[config.mk]
export PLATFORM = sky130hd
export DESIGN_NAME = intm_rs
export DESIGN_NICKNAME = d
export VERILOG_FILES = /design/src/rtl/intm_rs_pkg.sv /design/src/rtl/intm_rs_select.sv /design/src/rtl/intm_rs.sv
export SDC_FILE = /design/constraint.sdc
export NUM_CORES = 2
export LEC_CHECK = 0
export ABC_AREA = 0
export CELL_PAD_IN_SITES_DETAIL_PLACEMENT = 1
export CELL_PAD_IN_SITES_GLOBAL_PLACEMENT = 1
export CORE_ASPECT_RATIO = 1.2
export CORE_MARGIN = 2
export CORE_UTILIZATION = 41
export CTS_CLUSTER_DIAMETER = 100
export DETAILED_ROUTE_END_ITERATION = 16
export HOLD_SLACK_MARGIN = 0.12
export PLACE_DENSITY_LB_ADDON = 0.1
export SETUP_SLACK_MARGIN = 0.4
export SLEW_MARGIN = 15
export SYNTH_ARGS = -nofsm -noshare
export SYNTH_HDL_FRONTEND = slang
export SYNTH_HIERARCHICAL = 1
export SYNTH_SLANG_ARGS = --single-unit
[constraint.sdc]
create_clock -name clk -period 7.27 [get_ports clk]
set_clock_uncertainty 0.1 [all_clocks]
set_input_delay 1.454 -clock clk [delete_from_list [all_inputs] [get_ports clk]]
set_output_delay 1.454 -clock clk [all_outputs]
set_load 0.1 [all_outputs]
[src/rtl/intm_rs_pkg.sv]
// Shared types and default sizes for the integer multiply reservation station.
// Optional build macro: INTM_RS_AGE_ORDER_EN (oldest-first select instead of lowest-index).
package intm_rs_pkg;

    localparam int INTM_RS_DEPTH_DEF = 4;
    localparam int CDB_WIDTH_DEF     = 3;
    localparam int PRF_IDX_W_DEF     = 6;
    localparam int ROB_IDX_W_DEF     = 5;

    typedef enum logic [1:0] {
        MD_MUL    = 2'd0,
        MD_MULH   = 2'd1,
        MD_MULHSU = 2'd2,
        MD_MULHU  = 2'd3
    } md_op_e;

    typedef struct packed {
        logic [ROB_IDX_W_DEF-1:0] rob_id;
        logic [4:0]               rd_arch;
        logic [PRF_IDX_W_DEF-1:0] rd_phy;
        md_op_e                   fu_opcode;
        logic [31:0]              rs1_value;
        logic [31:0]              rs2_value;
    } intm_rs_reg_t;

    typedef struct packed {
        logic                     valid;
        logic                     rs1_rdy;
        logic                     rs2_rdy;
        logic [PRF_IDX_W_DEF-1:0] rs1_phy;
        logic [PRF_IDX_W_DEF-1:0] rs2_phy;
        logic [31:0]              rs1_value;
        logic [31:0]              rs2_value;
        logic [ROB_IDX_W_DEF-1:0] rob_id;
        logic [4:0]               rd_arch;
        logic [PRF_IDX_W_DEF-1:0] rd_phy;
        md_op_e                   fu_opcode;
    } intm_rs_entry_t;

    function automatic intm_rs_reg_t entry_to_pkt(input intm_rs_entry_t e);
        intm_rs_reg_t p;
        p.rob_id    = e.rob_id;
        p.rd_arch   = e.rd_arch;
        p.rd_phy    = e.rd_phy;
        p.fu_opcode = e.fu_opcode;
        p.rs1_value = e.rs1_value;
        p.rs2_value = e.rs2_value;
        return p;
    endfunction

endpackage

[src/rtl/intm_rs_select.sv]
// Combinational issue picker: issuable vector in, one-hot grant out.
// With INTM_RS_AGE_ORDER_EN the oldest issuable entry wins, otherwise the lowest index.
module intm_rs_select #(
    parameter int DEPTH = 4
) (
    input  logic [DEPTH-1:0]            issuable,
`ifdef INTM_RS_AGE_ORDER_EN
    input  logic [DEPTH-1:0][DEPTH-1:0] older,
`endif
    output logic [DEPTH-1:0]            grant
);

    logic [DEPTH-1:0] cand;

`ifdef INTM_RS_AGE_ORDER_EN
    // older[j][i] set means entry j was dispatched before entry i.
    always_comb begin
        cand = issuable;
        for (int i = 0; i < DEPTH; i++) begin
            for (int j = 0; j < DEPTH; j++) begin
                if (issuable[j] && older[j][i]) begin
                    cand[i] = 1'b0;
                end
            end
        end
    end
`else
    assign cand = issuable;
`endif

    always_comb begin
        grant = '0;
        for (int i = DEPTH - 1; i >= 0; i--) begin
            if (cand[i]) begin
                grant    = '0;
                grant[i] = 1'b1;
            end
        end
    end

endmodule

[src/rtl/intm_rs.sv]
// Integer multiply reservation station: buffers MUL-family uops, snoops the CDB, issues one ready op per cycle.
// Optional build macro: INTM_RS_AGE_ORDER_EN (age-matrix oldest-first select).
module intm_rs
    import intm_rs_pkg::*;
#(
    parameter int INTM_RS_DEPTH = INTM_RS_DEPTH_DEF,
    parameter int CDB_WIDTH     = CDB_WIDTH_DEF,
    parameter int PRF_IDX_W     = PRF_IDX_W_DEF,
    parameter int ROB_IDX_W     = ROB_IDX_W_DEF
) (
    input  logic                                clk,
    input  logic                                rst,
    input  logic                                flush,
    input  logic                                dis_valid,
    output logic                                dis_ready,
    input  logic [ROB_IDX_W-1:0]                dis_rob_id,
    input  logic [4:0]                          dis_rd_arch,
    input  logic [PRF_IDX_W-1:0]                dis_rd_phy,
    input  logic [1:0]                          dis_fu_opcode,
    input  logic [PRF_IDX_W-1:0]                dis_rs1_phy,
    input  logic [PRF_IDX_W-1:0]                dis_rs2_phy,
    input  logic                                dis_rs1_rdy,
    input  logic                                dis_rs2_rdy,
    input  logic [31:0]                         dis_rs1_value,
    input  logic [31:0]                         dis_rs2_value,
    input  logic [CDB_WIDTH-1:0]                cdb_valid,
    input  logic [CDB_WIDTH-1:0][PRF_IDX_W-1:0] cdb_rd_phy,
    input  logic [CDB_WIDTH-1:0][31:0]          cdb_rd_value,
    output logic                                fu_valid,
    input  logic                                fu_ready,
    output intm_rs_reg_t                        fu_pkt
);

    localparam int IDX_W = $clog2(INTM_RS_DEPTH);

    intm_rs_entry_t           ent_q   [INTM_RS_DEPTH];
    intm_rs_entry_t           ent_nxt [INTM_RS_DEPTH];
    intm_rs_entry_t           dis_ent;
    logic [INTM_RS_DEPTH-1:0] issuable;
    logic [INTM_RS_DEPTH-1:0] free_vec;
    logic [INTM_RS_DEPTH-1:0] grant;
    logic [IDX_W-1:0]         free_idx;
    logic [IDX_W-1:0]         sel_idx;
    logic                     sel_any;
    logic                     dis_fire;
    logic                     iss_fire;

    // Lowest CDB port wins: scan high to low so the last hit is the lowest index.
    function automatic intm_rs_entry_t wake(input intm_rs_entry_t e);
        intm_rs_entry_t w;
        w = e;
        for (int p = CDB_WIDTH - 1; p >= 0; p--) begin
            if (cdb_valid[p] && cdb_rd_phy[p] != '0) begin
                if (!e.rs1_rdy && cdb_rd_phy[p] == e.rs1_phy) begin
                    w.rs1_rdy   = 1'b1;
                    w.rs1_value = cdb_rd_value[p];
                end
                if (!e.rs2_rdy && cdb_rd_phy[p] == e.rs2_phy) begin
                    w.rs2_rdy   = 1'b1;
                    w.rs2_value = cdb_rd_value[p];
                end
            end
        end
        return w;
    endfunction

    always_comb begin
        issuable = '0;
        free_vec = '0;
        for (int i = 0; i < INTM_RS_DEPTH; i++) begin
            issuable[i] = ent_q[i].valid && ent_q[i].rs1_rdy && ent_q[i].rs2_rdy;
            free_vec[i] = !ent_q[i].valid;
        end
    end

    always_comb begin
        free_idx = '0;
        for (int i = INTM_RS_DEPTH - 1; i >= 0; i--) begin
            if (free_vec[i]) begin
                free_idx = IDX_W'(i);
            end
        end
    end

    always_comb begin
        sel_idx = '0;
        for (int i = 0; i < INTM_RS_DEPTH; i++) begin
            if (grant[i]) begin
                sel_idx = IDX_W'(i);
            end
        end
    end

    assign sel_any   = |grant;
    assign dis_ready = (|free_vec) && !rst && !flush;
    assign fu_valid  = sel_any && !rst && !flush;
    assign dis_fire  = dis_valid && dis_ready;
    assign iss_fire  = fu_valid && fu_ready;
    assign fu_pkt    = entry_to_pkt(ent_q[sel_idx]);

    // The incoming op snoops the same broadcasts so a same-cycle wakeup is not lost.
    always_comb begin
        dis_ent           = '0;
        dis_ent.valid     = 1'b1;
        dis_ent.rs1_rdy   = dis_rs1_rdy;
        dis_ent.rs2_rdy   = dis_rs2_rdy;
        dis_ent.rs1_phy   = dis_rs1_phy;
        dis_ent.rs2_phy   = dis_rs2_phy;
        dis_ent.rs1_value = dis_rs1_value;
        dis_ent.rs2_value = dis_rs2_value;
        dis_ent.rob_id    = dis_rob_id;
        dis_ent.rd_arch   = dis_rd_arch;
        dis_ent.rd_phy    = dis_rd_phy;
        dis_ent.fu_opcode = md_op_e'(dis_fu_opcode);
        dis_ent           = wake(dis_ent);
    end

    always_comb begin
        for (int i = 0; i < INTM_RS_DEPTH; i++) begin
            ent_nxt[i] = ent_q[i].valid ? wake(ent_q[i]) : ent_q[i];
        end
        if (iss_fire) begin
            ent_nxt[sel_idx].valid = 1'b0;
        end
        if (dis_fire) begin
            ent_nxt[free_idx] = dis_ent;
        end
        if (flush) begin
            for (int i = 0; i < INTM_RS_DEPTH; i++) begin
                ent_nxt[i].valid = 1'b0;
            end
        end
    end

    always_ff @(posedge clk) begin
        for (int i = 0; i < INTM_RS_DEPTH; i++) begin
            if (rst) begin
                ent_q[i].valid <= 1'b0;
            end else begin
                ent_q[i] <= ent_nxt[i];
            end
        end
    end

`ifdef INTM_RS_AGE_ORDER_EN
    logic [INTM_RS_DEPTH-1:0][INTM_RS_DEPTH-1:0] older_q;
    logic [INTM_RS_DEPTH-1:0][INTM_RS_DEPTH-1:0] older_nxt;

    // A new entry is older than nobody; every surviving entry becomes older than it.
    always_comb begin
        older_nxt = older_q;
        if (iss_fire) begin
            older_nxt[sel_idx] = '0;
        end
        if (dis_fire) begin
            older_nxt[free_idx] = '0;
            for (int j = 0; j < INTM_RS_DEPTH; j++) begin
                older_nxt[j][free_idx] = ent_q[j].valid && !(iss_fire && sel_idx == IDX_W'(j));
            end
        end
        if (flush) begin
            older_nxt = '0;
        end
    end

    always_ff @(posedge clk) begin
        if (rst) begin
            older_q <= '0;
        end else begin
            older_q <= older_nxt;
        end
    end

    intm_rs_select #(.DEPTH(INTM_RS_DEPTH)) u_select (
        .issuable (issuable),
        .older    (older_q),
        .grant    (grant)
    );
`else
    intm_rs_select #(.DEPTH(INTM_RS_DEPTH)) u_select (
        .issuable (issuable),
        .grant    (grant)
    );
`endif

endmodule

Word-level counts from Yosys, hierarchy flattened. Memory sizes are Yosys's and may differ from the RTL's. Cells that the tools add are included.

Magnitude comparators: 4. Equal/unequal tests: 30. Multiplexer cells: 124. Bitwise operators: 6. Reduce and logical (&&, ||, !) cells: 70.

Operator list (number): 32-bit two-way mux (30); 64-bit two-way mux (15); 388-bit bitwise mux (2); 388-bit two-way mux (2); 97-bit two-way mux (6); 97-bit demux with 2-bit select (2); 6-bit == test (30); 1-bit logical AND (49); 1-bit two-way mux (42); 2-bit two-way mux (21); 6-bit nonzero test (3); 1-bit zero test (16); 4-bit two-way mux (4); 4-bit OR reduction (2); 3-bit >= comparator (second input constant) (2); 3-bit by 1-bit less-than comparator with 1-bit output (second input constant) (2); 2-bit inverter with 3-bit output (2); 1-bit OR (4).

Register bits after elaboration: 0. Memory bits (writable): 388. Input port bits: 218. Output and inout port bits: 84. Logic and storage cells: 235. Memories kept: 1.

Memories: ent_q (words 4, bits a word 97, rd ports 5, clocked after memory_dff 0, write ports 4, line intm_rs.sv:36) `intm_rs_entry_t ent_q [INTM_RS_DEPTH];`.

Longest topological paths before layout. An unclocked memory read counts as a cell.

Word-level depth: 21. Gate-level depth with buffers: 10. Mapped depth without buffers: 7.

By module. The synthesis kept the hierarchy.

By module, submodules not included: intm_rs (times used 1, cells an instance 3852, area an instance 33594.7 um^2); intm_rs_select (times used 1, cells an instance 4, area an instance 38.8 um^2).

Worst setup path after synthesis. OpenSTA, ideal clock, no wires.

Kind: input to register. From: input rst. To: memory ent_q[0][18] (netlist name), enable pin. Setup time: 613 ps. Arrival time: 6538 ps. Required time: 6557 ps. Setup slack: 19 ps. Stages: 1. Path through: inv_1.

RTL lines: from (decl) (line intm_rs.sv:12) `input logic rst,`; to (decl) (line intm_rs.sv:36).

==> summary.txt <==
Synth
  – Sequential-to-total area share from yosys stat: 34.5%
  – Count leader, synth: o21ai_0
  – Distinct cells, synth: 70
  – Synth Net Count: 4,074
  – Most used flip-flop cell after synthesis: edfxtp_1
  – Number of enable flip-flop cells after synthesis: 384
  – Post-synth top area share: 34.3%
  – Area leader, netlist: edfxtp_1
  – Largest cells by area after synthesis: edfxtp_1 34%, o21ai_0 6.2%, clkbuf_1 4.6%, a21oi_1 4.3%, a22oi_1 3.1%
  – Avg Synthesized Cell Area: 8.72 µm²
  – Warnings from Yosys: 6
  – Seq cells post-synth: 388
  – Mapped Area: 0.0336 mm²
  – Post-synth ARST share: 0%
  – Synth cell count leaders: 414 x o21ai_0, 413 x clkbuf_1, 384 x edfxtp_1
  – Synth Instances: 3,856

STA
  – Final setup fails: 0
  – Fmax: 163 MHz
  – Fin. max-slew vios: 0
  – Setup TNS: 0 ns
  – Tcrit/Tclk final: roughly 84%
  – Final min period: 6.14 ns
  – Least-Margin Pin Slew: roughly 1.2 ns
  – Normalized max-slew margin: 18.0%
  – Endpoints failing hold: 0
  – Unrepaired setup endpoints after global routing: no

Die
  – Die Span X: 265 µm
  – Vert. Die Dim: 318 µm
  – Core ar.: ~0.082 mm²
  – Die area: 0.0843 mm²
  – Initial Utilization: 41.2%
  – Row count: 115
  – Ports: 302

Worst setup path
  – Setup CP Type: reg -> out
  – Critical path peak fanout: 25
  – WP data arrival: 4.59 ns
  – Startpoint Class: flip-flop
  – Nature of the critical path endpoint: primary output
  – Req. time, crit path: ~5.7 ns

CTS
  – Clock latency on the worst-skew pair: ~0.64 ns
  – Register clock-pin slew on the reported worst setup and hold paths: 0.06 ns
  – Post-CTS Setup Inserts: 0
  – Sink Count: 388
  – CTS tree: yes
  – CTS Hold Bufs: 0
  – Post-CTS Resized: 0
  – CTS max path bufs: 3
  – H-tree depth: 2
  – TritonCTS Buffers: 50
  – Root Buffer: clkbuf_16

Detailed routing
  – Drt wl/cell: roughly 40 µm
  – ANT nets after route: 0
  – Initial DRC count: roughly 5,500
  – Total wire length: between 150,000 and 200,000 µm
  – TritonRoute pass-1 iters: 8
  – Vias post-DR: 38,506
  – Vias per inst: approximately 7.8
  – DRC viols: 0

Min path
  – Worst min-delay path class: reg -> reg

Flow run
  – Max-cap violations: 0

Cells and area
  – Top reg by flops: ent_q
  – Nets: 4,040
  – Design area: 0.0387 mm²
  – Fraction of layout cells with a size suffix above 1: 10.3%
  – Area delta synth->final: 15.1%
  – Post-Route Utilization: 47.5%
  – Largest regs: ent_q x388
  – Number of flip-flops under the largest register name: slightly below 400

GRT
  – Vias in the first global route: 39,322
  – Global-route wire length before repair: between 200,000 and 300,000 µm
  – Aggregate global-route resource usage: 45.1%
  – Initial antenna violation count: 6
  – Pin count of the biggest net entering global routing: around 160
  – Grt total ovfl: 0

Placement
  – # port buffers: 301
  – DP Area: about 0.037 mm²
  – HPWL Detailed: 121,000 µm
  – GPL Wtd Cong: around 0.95

Outcome
  – Outcome: finished, final reports clean

Power
  – Pleak: between 10 and 15 nW
  – VDD IR max: ~180 µV
  – Power per cell area: 171 mW/mm²
## through the flow
stage          cells  setup slack (ns)  total power, mW  hold WS (ns)
3_3_place_gp    4822              1.64             4.07         0.495
6_report        4919              1.13             6.64         0.544
2_1_floorplan   3856              1.39             3.53         0.516
3_5_place_dp    4823              1.53             4.12         0.521
4_1_cts         4915              1.27             6.58         0.531
5_1_grt         4915              1.13             6.75         0.599
## where the power goes
| group | switching (mW) | total, mW | internal, mW |
|---|---|---|---|
| Clock | 1.15 | 2.50 | 1.35 |
| Combinational | 1.04 | 1.51 | 0.462 |
| Sequential | 0.0743 | 2.63 | 2.56 |
| Total | 2.26 | 6.64 | 4.37 |
## area by class of cell
cell class | instances | area, µm²
inverter | 98 | 373
antenna | 4 | 10.0
timing repair buffer | 450 | 4130
sequential | 388 | 11600
fill | 9208 | 42900
clock buffer | 63 | 1320
clock inverter | 29 | 208
multi-input combinational | 2834 | 19700
tap | 1053 | 1320
## path summary, 6_finish.rpt
kind | depth (start not counted) | slack [ns] | start | end
setup / recovery | 8 | 1.13 | ent_q[0][95] | fu_pkt[45]
hold reg to reg | 2 | 0.54 | ent_q[2][96] | ent_q[2][96]
setup reg to reg | 9 | 2.84 | ent_q[1][96] | ent_q[3][77]
hold / removal | 2 | 0.54 | ent_q[2][96] | ent_q[2][96]
## critical path, cell delays in order (launching register included)
cell	delay, ns
edfxtp_1	0.50
and3_1	0.27
and2b_2	0.42
buf_4	0.47
nor3b_2	0.69
buf_4	0.68
a22oi_1	0.14
o21ai_0	0.30
buf_4	0.41
## cell families after synthesis
family | share of synthesized area, %
AOI/OAI and AO/OA | 38.2
and+or+nand+nor | 11.7
buffers and inverters | 7.56
DFF | 34.5
xor gates and xnor gates | 4.69
muxes | 3.36
## routing by layer
| layer | global-route usage, % | wire length (µm) |
|---|---|---|
| met5 | 0 | 15 |
| met4 | 39.4 | 20300 |
| met3 | 11.6 | 22800 |
| met2 | 67.7 | 84700 |
| met1 | 53.5 | 68900 |
## layout by cell type, fill, tap and decap left out, types with 51 or more instances in the layout
cell type        count
a22oi_1            138
nor2_1             124
o21ai_0            413
a21o_1              52
nor4_1              59
clkbuf_16           51
a211oi_1           126
and2_1              91
buf_4              200
a2bb2oi_1           88
nand4_1             70
o31ai_1             83
xnor2_1             73
inv_1               92
a31oi_1            103
o22ai_1            130
a221oi_1            97
edfxtp_1           384
xor2_1             107
mux2i_1             77
a21oi_1            285
o221ai_1            96
clkdlybuf4s50_1    237
o31a_1              53
nor3b_1             79
No activity file was read; power rests on OpenSTA's default activity.
